## src/rtl/branch_sequencer_pkg.sv

```systemverilog
// Shared definitions for the conditional-branch sequencer: opcode, state
// encoding and strobe-vector bit positions, reused by the main control unit.
package branch_sequencer_pkg;

   localparam logic [4:0] BR_OPCODE = 5'b10010;

   typedef enum logic [2:0] {
      S_IDLE = 3'd0,
      S_T3   = 3'd1,
      S_T4   = 3'd2,
      S_T5   = 3'd3,
      S_T6   = 3'd4,
      S_DONE = 3'd5
   } br_state_t;

   localparam int unsigned STB_GRA     = 0;
   localparam int unsigned STB_ROUT    = 1;
   localparam int unsigned STB_CONIN   = 2;
   localparam int unsigned STB_PCOUT   = 3;
   localparam int unsigned STB_YIN     = 4;
   localparam int unsigned STB_COUT    = 5;
   localparam int unsigned STB_ALU_ADD = 6;
   localparam int unsigned STB_ZIN     = 7;
   localparam int unsigned STB_ZLOWOUT = 8;
   localparam int unsigned STB_PCIN    = 9;
   localparam int unsigned NUM_STB     = 10;

   function automatic logic is_branch(input logic [4:0] opcode, input logic [4:0] br_op);
      return opcode == br_op;
   endfunction

endpackage

```

## src/rtl/branch_sequencer_if.sv

```systemverilog
// Control-unit <-> branch sequencer connection: launch handshake, CON
// flip-flop link, datapath strobes and debug status.
interface branch_sequencer_if #(
   parameter int unsigned CNT_W = 16
);
   logic             start;
   logic [31:0]      ir;
   logic             con_in;
   logic             busy;
   logic             done;
   logic             Gra;
   logic             Rout;
   logic             ConIn;
   logic             PCout;
   logic             Yin;
   logic             Cout;
   logic             alu_add;
   logic             Zin;
   logic             Zlowout;
   logic             PCin;
   logic             taken;
   logic [CNT_W-1:0] taken_cnt;
   logic             illegal;

   modport master (
      output start, ir, con_in,
      input  busy, done, Gra, Rout, ConIn, PCout, Yin, Cout, alu_add, Zin,
             Zlowout, PCin, taken, taken_cnt, illegal
   );

   modport slave (
      input  start, ir, con_in,
      output busy, done, Gra, Rout, ConIn, PCout, Yin, Cout, alu_add, Zin,
             Zlowout, PCin, taken, taken_cnt, illegal
   );
endinterface

```

## src/rtl/branch_sequencer_sat_counter.sv

```systemverilog
// W-bit up-counter with enable that sticks at all-ones instead of wrapping.
module sat_counter #(
   parameter int unsigned W = 16
) (
   input  logic         clk,
   input  logic         clr,
   input  logic         en,
   output logic [W-1:0] count
);
   logic [W-1:0] one;

   assign one = {{(W-1){1'b0}}, 1'b1};

   always_ff @(posedge clk or posedge clr) begin
      if (clr)
         count <= '0;
      else if (en && (count != '1))
         count <= count + one;
   end
endmodule

```

## src/rtl/branch_sequencer.sv

```systemverilog
// Sequencer for the conditional branch: emits the T3..T6 Moore strobes after
// fetch, gates PCin with the CON flip-flop, and tracks taken/illegal status.
module branch_sequencer
   import branch_sequencer_pkg::*;
#(
   parameter logic [4:0]  BR_OPCODE = branch_sequencer_pkg::BR_OPCODE,
   parameter int unsigned CNT_W     = 16
) (
   input logic               clk,
   input logic               clr,
   branch_sequencer_if.slave bus
);
   br_state_t          state, state_nxt;
   logic [NUM_STB-1:0] stb;
   logic               illegal_set;
   logic               taken_q;
   logic               illegal_q;
   logic               cnt_en;
   logic [CNT_W-1:0]   cnt;

   always_ff @(posedge clk or posedge clr) begin
      if (clr)
         state <= S_IDLE;
      else
         state <= state_nxt;
   end

   // start outside IDLE is dropped here, so it can neither restart nor flag illegal.
   always_comb begin
      state_nxt   = state;
      illegal_set = 1'b0;
      stb         = '0;
      unique case (state)
         S_IDLE: begin
            if (bus.start) begin
               if (is_branch(bus.ir[31:27], BR_OPCODE))
                  state_nxt = S_T3;
               else
                  illegal_set = 1'b1;
            end
         end
         S_T3: begin
            stb[STB_GRA]   = 1'b1;
            stb[STB_ROUT]  = 1'b1;
            stb[STB_CONIN] = 1'b1;
            state_nxt      = S_T4;
         end
         S_T4: begin
            stb[STB_PCOUT] = 1'b1;
            stb[STB_YIN]   = 1'b1;
            state_nxt      = S_T5;
         end
         S_T5: begin
            stb[STB_COUT]    = 1'b1;
            stb[STB_ALU_ADD] = 1'b1;
            stb[STB_ZIN]     = 1'b1;
            state_nxt        = S_T6;
         end
         S_T6: begin
            stb[STB_ZLOWOUT] = 1'b1;
            stb[STB_PCIN]    = bus.con_in;
            state_nxt        = S_DONE;
         end
         S_DONE:  state_nxt = S_IDLE;
         default: state_nxt = S_IDLE;
      endcase
   end

   always_ff @(posedge clk or posedge clr) begin
      if (clr) begin
         taken_q   <= 1'b0;
         illegal_q <= 1'b0;
      end else begin
         if (state == S_T6)
            taken_q <= bus.con_in;
         if (illegal_set)
            illegal_q <= 1'b1;
      end
   end

   assign cnt_en = (state == S_T6) && bus.con_in;

   sat_counter #(.W(CNT_W)) u_taken_cnt (
      .clk   (clk),
      .clr   (clr),
      .en    (cnt_en),
      .count (cnt)
   );

   assign bus.busy      = (state != S_IDLE);
   assign bus.done      = (state == S_DONE);
   assign bus.Gra       = stb[STB_GRA];
   assign bus.Rout      = stb[STB_ROUT];
   assign bus.ConIn     = stb[STB_CONIN];
   assign bus.PCout     = stb[STB_PCOUT];
   assign bus.Yin       = stb[STB_YIN];
   assign bus.Cout      = stb[STB_COUT];
   assign bus.alu_add   = stb[STB_ALU_ADD];
   assign bus.Zin       = stb[STB_ZIN];
   assign bus.Zlowout   = stb[STB_ZLOWOUT];
   assign bus.PCin      = stb[STB_PCIN];
   assign bus.taken     = taken_q;
   assign bus.taken_cnt = cnt;
   assign bus.illegal   = illegal_q;
endmodule

```

## src/flat_wrapper.sv

```systemverilog
// flat-port wrapper written by rule: the top's interface ports become plain ports
module branch_sequencer_flat import branch_sequencer_pkg::*;
#(
   parameter logic [4:0]  BR_OPCODE = branch_sequencer_pkg::BR_OPCODE,
   parameter int unsigned CNT_W     = 16
)
  (clk, clr, bus_start, bus_ir, bus_con_in, bus_busy, bus_done, bus_Gra, bus_Rout, bus_ConIn, bus_PCout, bus_Yin, bus_Cout, bus_alu_add, bus_Zin, bus_Zlowout, bus_PCin, bus_taken, bus_taken_cnt, bus_illegal);
  branch_sequencer_if #(.CNT_W(CNT_W)) bus_i ();
  input logic clk;
  input logic clr;
  input wire logic [$bits(bus_i.start)-1:0] bus_start;
  input wire logic [$bits(bus_i.ir)-1:0] bus_ir;
  input wire logic [$bits(bus_i.con_in)-1:0] bus_con_in;
  output wire logic [$bits(bus_i.busy)-1:0] bus_busy;
  output wire logic [$bits(bus_i.done)-1:0] bus_done;
  output wire logic [$bits(bus_i.Gra)-1:0] bus_Gra;
  output wire logic [$bits(bus_i.Rout)-1:0] bus_Rout;
  output wire logic [$bits(bus_i.ConIn)-1:0] bus_ConIn;
  output wire logic [$bits(bus_i.PCout)-1:0] bus_PCout;
  output wire logic [$bits(bus_i.Yin)-1:0] bus_Yin;
  output wire logic [$bits(bus_i.Cout)-1:0] bus_Cout;
  output wire logic [$bits(bus_i.alu_add)-1:0] bus_alu_add;
  output wire logic [$bits(bus_i.Zin)-1:0] bus_Zin;
  output wire logic [$bits(bus_i.Zlowout)-1:0] bus_Zlowout;
  output wire logic [$bits(bus_i.PCin)-1:0] bus_PCin;
  output wire logic [$bits(bus_i.taken)-1:0] bus_taken;
  output wire logic [$bits(bus_i.taken_cnt)-1:0] bus_taken_cnt;
  output wire logic [$bits(bus_i.illegal)-1:0] bus_illegal;
  assign bus_i.start = bus_start;
  assign bus_i.ir = bus_ir;
  assign bus_i.con_in = bus_con_in;
  assign bus_busy = bus_i.busy;
  assign bus_done = bus_i.done;
  assign bus_Gra = bus_i.Gra;
  assign bus_Rout = bus_i.Rout;
  assign bus_ConIn = bus_i.ConIn;
  assign bus_PCout = bus_i.PCout;
  assign bus_Yin = bus_i.Yin;
  assign bus_Cout = bus_i.Cout;
  assign bus_alu_add = bus_i.alu_add;
  assign bus_Zin = bus_i.Zin;
  assign bus_Zlowout = bus_i.Zlowout;
  assign bus_PCin = bus_i.PCin;
  assign bus_taken = bus_i.taken;
  assign bus_taken_cnt = bus_i.taken_cnt;
  assign bus_illegal = bus_i.illegal;
  branch_sequencer #(.BR_OPCODE(BR_OPCODE), .CNT_W(CNT_W)) u_core (.clk(clk), .clr(clr), .bus(bus_i));
endmodule
```

## config.mk

```make
export PLATFORM = sky130hd
export DESIGN_NAME = branch_sequencer_flat
export DESIGN_NICKNAME = d
export VERILOG_FILES = /design/src/rtl/branch_sequencer_pkg.sv /design/src/rtl/branch_sequencer_if.sv /design/src/rtl/branch_sequencer_sat_counter.sv /design/src/rtl/branch_sequencer.sv /design/src/flat_wrapper.sv
export SDC_FILE = /design/constraint.sdc
export NUM_CORES = 1
export LEC_CHECK = 0
export ABC_CLOCK_PERIOD_IN_PS = 2000
export BUFFER_PORTS_ARGS = -buffer_cell sky130_fd_sc_hd__buf_2
export CAP_MARGIN = 20
export CELL_PAD_IN_SITES_DETAIL_PLACEMENT = 1
export CELL_PAD_IN_SITES_GLOBAL_PLACEMENT = 1
export CORE_ASPECT_RATIO = 1.1
export CORE_UTILIZATION = 32
export CTS_BUF_LIST = sky130_fd_sc_hd__clkbuf_2
export DETAILED_ROUTE_END_ITERATION = 10
export PLACE_DENSITY_LB_ADDON = 0.1
export SYNTH_ARGS = -nofsm -noshare
export SYNTH_HDL_FRONTEND = slang
export SYNTH_SLANG_ARGS = --single-unit
export TNS_END_PERCENT = 5
```

## constraint.sdc

```tcl
create_clock -name clk -period 2 [get_ports clk]
set_input_delay 0.2 -clock clk [delete_from_list [all_inputs] [get_ports clk]]
set_output_delay 0.2 -clock clk [all_outputs]
set_load 0.02 [all_outputs]
```

==> results of run 1 <==
## sequential cells by signal, summed over array words and instances, names as in the netlist
signal,count
u_core.u_taken_cnt.count,16
u_core.state,3
u_core.bus.illegal,1
u_core.bus.taken,1
## stage by stage
stage / instance area, um^2 / utilization (%) / hold slack [ps] / setup WS (ps) / std cells
floorplan: 1132 / - / 176.5 / 288.2 / 103
global placement: 1360 / 40.50 / 252.6 / 297.3 / 185
detailed placement: 1360 / 40.50 / 271.2 / 281.1 / 185
CTS: 1390 / 41.39 / 94.78 / 201.9 / 190
global route: 1390 / 41.39 / 93.71 / 114.6 / 190
finish: 1390 / 41.39 / 118.2 / 252.6 / 190
## logic make-up (layout without fill, tap and decap cells)
family	count (synthesis)	after routing	synth area share (%)
simple gates	47	47	28.95
flops	21	21	46.41
xor+xnor	13	13	10.06
buf+inv	11	50	5.635
compound gates	7	7	4.862
mux	3	3	2.983
fa+ha+maj	1	1	1.105
## report_power, final
part           internal [mW]  total [mW]  switching (mW)
Clock                 0.0529       0.184           0.131
Combinational          0.198       0.507           0.309
Sequential             0.483       0.542          0.0594
## metal layers
metal | track usage [%] | vias to the layer above | part of all wire (%)
li1 | - | 440 | -
met4 | 6.250 | 0 | 0.68
met2 | 24.71 | 20 | 51
met1 | 19.77 | 445 | 44
met5 | 0 | - | 0
met3 | 1.822 | 2 | 3.3
## cell usage in the layout (no fill, tap or decap), types with 2 or more instances in the layout
cell type,count
dfrtp_1,21
buf_2,38
nand3_1,3
a211oi_1,2
nand2_1,7
mux2_2,3
nand4_1,4
nor4_1,2
or2_2,2
nor2_1,6
nor4b_1,2
nand4_4,2
nor3_1,7
nor3b_1,4
buf_4,4
clkbuf_2,4
xor2_1,12
inv_1,3
## area by class of cell
class | count | area, um^2 | share of cell area [%]
repair buffers | 43 | 230.2 | 16.56
well taps | 48 | 60.06 | 4.320
multi-input cells | 71 | 543.0 | 39.06
clock buffers | 4 | 20.02 | 1.440
inverters | 3 | 11.26 | 0.8101
flip-flops and latches | 21 | 525.5 | 37.80
## critical path: cells and delay by family, from the launching register on
family | cells | cell delay (ps)
buf+inv | 1 | 150
xor+xnor | 1 | 180
fa+ha+maj | 1 | 280
flops | 1 | 470
simple gates | 3 | 620
## worst paths after layout
check | start | endpoint | slack [ps] | cells past startpoint
setup / recovery | u_core.u_taken_cnt.count[0] | u_core.u_taken_cnt.count[7] | 250 | 6
max in group asynchronous | clr | u_core.state[2] | 1340 | 4
hold reg to reg | u_core.bus.illegal | u_core.bus.illegal | 500 | 1
setup reg to reg | u_core.u_taken_cnt.count[0] | u_core.u_taken_cnt.count[7] | 250 | 6
min in group asynchronous | clr | u_core.state[1] | 440 | 4
hold / removal | bus_start | u_core.bus.illegal | 120 | 2
## timing repair
action                                 CTS  global route
hold buffers                             1             0
setup buffers                            0             0
endpoints found under the hold margin   21             0
resized for setup                        0             0
==> flow_metrics.env, run 1 <==
export IMPL_nFillCells=421
export IMPL_ys_seq_area_share_pct=46.41
export IMPL_final_nets=180
export IMPL_hpwl_um=1952
export IMPL_ant_nets=0
export IMPL_rsz0062_at_grt="false"
export IMPL_fmax_mhz=572.3
export IMPL_chipWidth_um=58.72
export IMPL_path_cells="ha_1, nand4_1, nor4_4, buf_4, nor4b_1, xor2_1"
export IMPL_clock_sinks=21
export IMPL_clockRootBuffer="clkbuf_2"
export IMPL_avgSynthCellArea_um2=10.99
export IMPL_grt_pass1_wl_um=4333
export IMPL_slowest_stage="dfrtp_1"
export IMPL_antenna_found_initial=0
export IMPL_gr_usage_all_layers_pct=15.04
export IMPL_drtIter0Drc=12
export IMPL_hp_class="input port to flop"
export IMPL_synthArstFlopShare_pct=100.0
export IMPL_setup_violations=0
export IMPL_syn_cell_area_mm2=0.001132
export IMPL_post_route_drc_count=0
export IMPL_drive_gt1_share_pct=41.55
export IMPL_gp_congestion=0.7438
export IMPL_period_share_pct=87.37
export IMPL_required_ps=2260
export IMPL_ys_flop_type="dfrtp_1"
export IMPL_clk_pin_slew_ps=200
export IMPL_yosys_warnings=0
export IMPL_pwr_density_cell_mw_per_mm2=887.3
export IMPL_grt_overflow_total=0
export IMPL_end_kind="flop"
export IMPL_vdd_drop_max_uv=297.0
export IMPL_slew_headroom_pct=72.59
export IMPL_cts_path_max_buffers=2
export IMPL_yosys_area_top_type="dfrtp_1"
export IMPL_vias_per_cell=4.774
export IMPL_status="complete, no violations"
export IMPL_finClkSkew_ps=5.088
export IMPL_area_delta_synth_final_pct=22.76
export IMPL_p_total_mw=1.233
export IMPL_cts_htree_levels=1
export IMPL_numCtsBuffers=3
export IMPL_synth_edf_count=0
export IMPL_antenna_cells=0
export IMPL_hold_violations=0
export IMPL_cap_violations=0
export IMPL_synth_common_cells="dfrtp_1 (21), xor2_1 (12), nand2_1 (7), nor3_1 (7), nor2_1 (6)"
export IMPL_worstSetupPathType="flop to flop"
export IMPL_die_area_mm2=0.003781
export IMPL_dr_pass1_iters=2
export IMPL_p_leak_nw=0.7796
export IMPL_ys_ff_latch=21
export IMPL_row_count=22
export IMPL_crit_path_max_fanout=5
export IMPL_start_kind="flop"
export IMPL_period_needed_ps=1747
export IMPL_insertion_delay_ps=320
export IMPL_maxSlewViolCount=0
export IMPL_worst_pin_slew_ps=405.5
export IMPL_syn_nets=140
export IMPL_synth_top_area_share_pct=46.41
export IMPL_synth_cells=103
export IMPL_coreArea_mm2=0.003358
export IMPL_critical_path_arrival_ps=2010
export IMPL_synth_area_leaders="dfrtp_1 (46%), xor2_1 (9.3%), nand4_4 (3.8%)"
export IMPL_slowest_delay_ps=470
export IMPL_vias=907
export IMPL_initial_utilization_pct=33.72
export IMPL_ioPinCount=66
export IMPL_first_global_vias=928
export IMPL_yosysMostFrequentCell="dfrtp_1"
export IMPL_setup_tns_ps=0
export IMPL_drt_wl_total_um=2517
export IMPL_die_y_um=64.39
export IMPL_grt_max_degree=22
export IMPL_wl_per_cell_um=13.25
export IMPL_cts_tree="built"
export IMPL_yosysUniqueCellTypes=32
export IMPL_portBuffers=38
(Power assumes the default switching activity.)
==> run 2: changes to the inputs <==
MAX_ROUTING_LAYER = met4   (was not set)
==> flow_metrics.env, run 2 (synthesis results as in run 1) <==
export IMPL_cts_path_max_buffers=2
export IMPL_drive_gt1_share_pct=41.55
export IMPL_grt_max_degree=22
export IMPL_crit_path_max_fanout=5
export IMPL_required_ps=2260
export IMPL_finClkSkew_ps=4.100
export IMPL_gp_congestion=0.7532
export IMPL_critical_path_top_delay_family="simple AND/OR/NAND/NOR gates"
export IMPL_fin_util_pct=41.39
export IMPL_hp_start="bus_start"
export IMPL_path_cells="ha_1, nand4_1, nor4_4, buf_4, nor4b_1, xor2_1"
export IMPL_clockRootBuffer="clkbuf_2"
export IMPL_drt_wl_total_um=2512
export IMPL_worst_pin_slew_ps=405.5
export IMPL_r2r_end="u_core.u_taken_cnt.count[7]"
export IMPL_r2r_cells=6
export IMPL_layout_commonest_cell="buf_2"
export IMPL_place_inst=185
export IMPL_cp_num_buf_inv=1
export IMPL_rrSetupSlack_ps=250
export IMPL_timing_final_ws_setup_ps=251.4
export IMPL_end_kind="flop"
export IMPL_dp_slack_ps=281.1
export IMPL_status="complete, no violations"
export IMPL_post_route_drc_count=0
export IMPL_setup_violations=0
export IMPL_area_delta_synth_final_pct=22.76
export IMPL_cap_violations=0
export IMPL_antenna_cells=0
export IMPL_antenna_found_initial=0
export IMPL_ant_nets=0
export IMPL_grt_overflow_total=0
export IMPL_whs_endpoint="u_core.bus.illegal"
export IMPL_hold_violations=0
export IMPL_instances_no_fill=190
export IMPL_slew_headroom_pct=72.59
export IMPL_coreArea_mm2=0.003358
export IMPL_mostFrequentLayoutCells="buf_2 (38), dfrtp_1 (21), xor2_1 (12)"
export IMPL_cts_tree="built"
export IMPL_vdd_drop_max_uv=297.0
export IMPL_gr_usage_all_layers_pct=15.45
export IMPL_largest_reg_flops=16
export IMPL_critical_path_arrival_ps=2010
export IMPL_first_global_vias=929
export IMPL_row_count=22
export IMPL_post_cts_resize_count=0
export IMPL_rr_startpoint="u_core.u_taken_cnt.count[0]"
export IMPL_clock_sinks=21
export IMPL_dr_pass1_iters=2
export IMPL_maxSlewViolCount=0
export IMPL_slowest_stage="dfrtp_1"
export IMPL_period_needed_ps=1749
export IMPL_initial_utilization_pct=33.72
export IMPL_slowest_delay_ps=470
export IMPL_drtIter0Drc=26
export IMPL_final_nets=180
export IMPL_post_cts_buffers=0
export IMPL_regMostFlops="u_core.u_taken_cnt.count"
export IMPL_vias_per_cell=4.779
export IMPL_insertion_delay_ps=320
export IMPL_vias=908
export IMPL_fmax_mhz=571.9
export IMPL_holdPathStages=2
export IMPL_reg_top3="u_core.u_taken_cnt.count x16, u_core.state x3"
export IMPL_chipWidth_um=58.72
export IMPL_setup_tns_ps=0
export IMPL_p_leak_nw=0.7796
export IMPL_wl_per_cell_um=13.22
export IMPL_die_area_mm2=0.003781
export IMPL_pwr_density_cell_mw_per_mm2=887.0
export IMPL_ioPinCount=66
export IMPL_clk_pin_slew_ps=200
export IMPL_start_kind="flop"
export IMPL_period_share_pct=87.43
export IMPL_rsz0062_at_grt="false"
export IMPL_portBuffers=38
export IMPL_cts_htree_levels=1
export IMPL_numCtsBuffers=3
export IMPL_hp_class="input port to flop"
export IMPL_hpwl_um=1952
export IMPL_worstSetupPathType="flop to flop"
export IMPL_die_y_um=64.39
export IMPL_grt_pass1_wl_um=4333
## run 2: worst max-delay path by stage
| stage | from | endpoint | cells past startpoint |
|---|---|---|---|
| final | u_core.u_taken_cnt.count[0] | u_core.u_taken_cnt.count[7] | 6 |
| after global routing | u_core.u_taken_cnt.count[0] | u_core.u_taken_cnt.count[7] | 6 |
| after CTS | u_core.u_taken_cnt.count[0] | u_core.u_taken_cnt.count[7] | 6 |
| after detailed placement | u_core.u_taken_cnt.count[0] | u_core.u_taken_cnt.count[7] | 6 |
| after global placement | u_core.u_taken_cnt.count[4] | u_core.u_taken_cnt.count[12] | 4 |
| after floorplan | u_core.u_taken_cnt.count[0] | u_core.u_taken_cnt.count[1] | 5 |
## run 2: layout make-up
cell class	instances	area, um^2
Multi-Input combinational cell	71	543.0
Sequential cell	21	525.5
Clock buffer	4	20.02
Fill cell	421	1968
Inverter	3	11.26
Tap cell	48	60.06
Timing Repair Buffer	43	230.2
## run 2: metrics by stage
step	instance area [um^2]	total power [mW]	hold WS, ps
detailed placement	1360	1.064	271.2
finish	1390	1.233	119.4
CTS	1390	1.259	94.78
global route	1390	1.323	93.72
global placement	1360	1.048	252.6
floorplan	1132	0.9293	176.5
## run 2: timing repair
action | in CTS | in global routing
hold buffers | 1 | 0
endpoints found under the setup margin | 0 | 0
hold endpoints to repair | 21 | 0
## run 2: per-layer routing
layer	up-vias	global-route usage, %	routed length [um]
li1	440	-	-
met1	446	19.77	1113
met2	20	24.71	1300
met3	2	1.822	84
met4	0	6.250	14
met5	-	-	0
## run 2: report_power, final
part | total, mW | internal (mW) | switching [mW]
Sequential | 0.542 | 0.483 | 0.0594
Combinational | 0.507 | 0.198 | 0.309
Clock | 0.184 | 0.0529 | 0.131
Total | 1.23 | 0.734 | 0.499
## run 2: worst register-to-register path, cell delays in order (launching register included)
cell,delay [ps]
dfrtp_1,470
ha_1,280
nand4_1,180
nor4_4,70
buf_4,150
nor4b_1,370
xor2_1,180
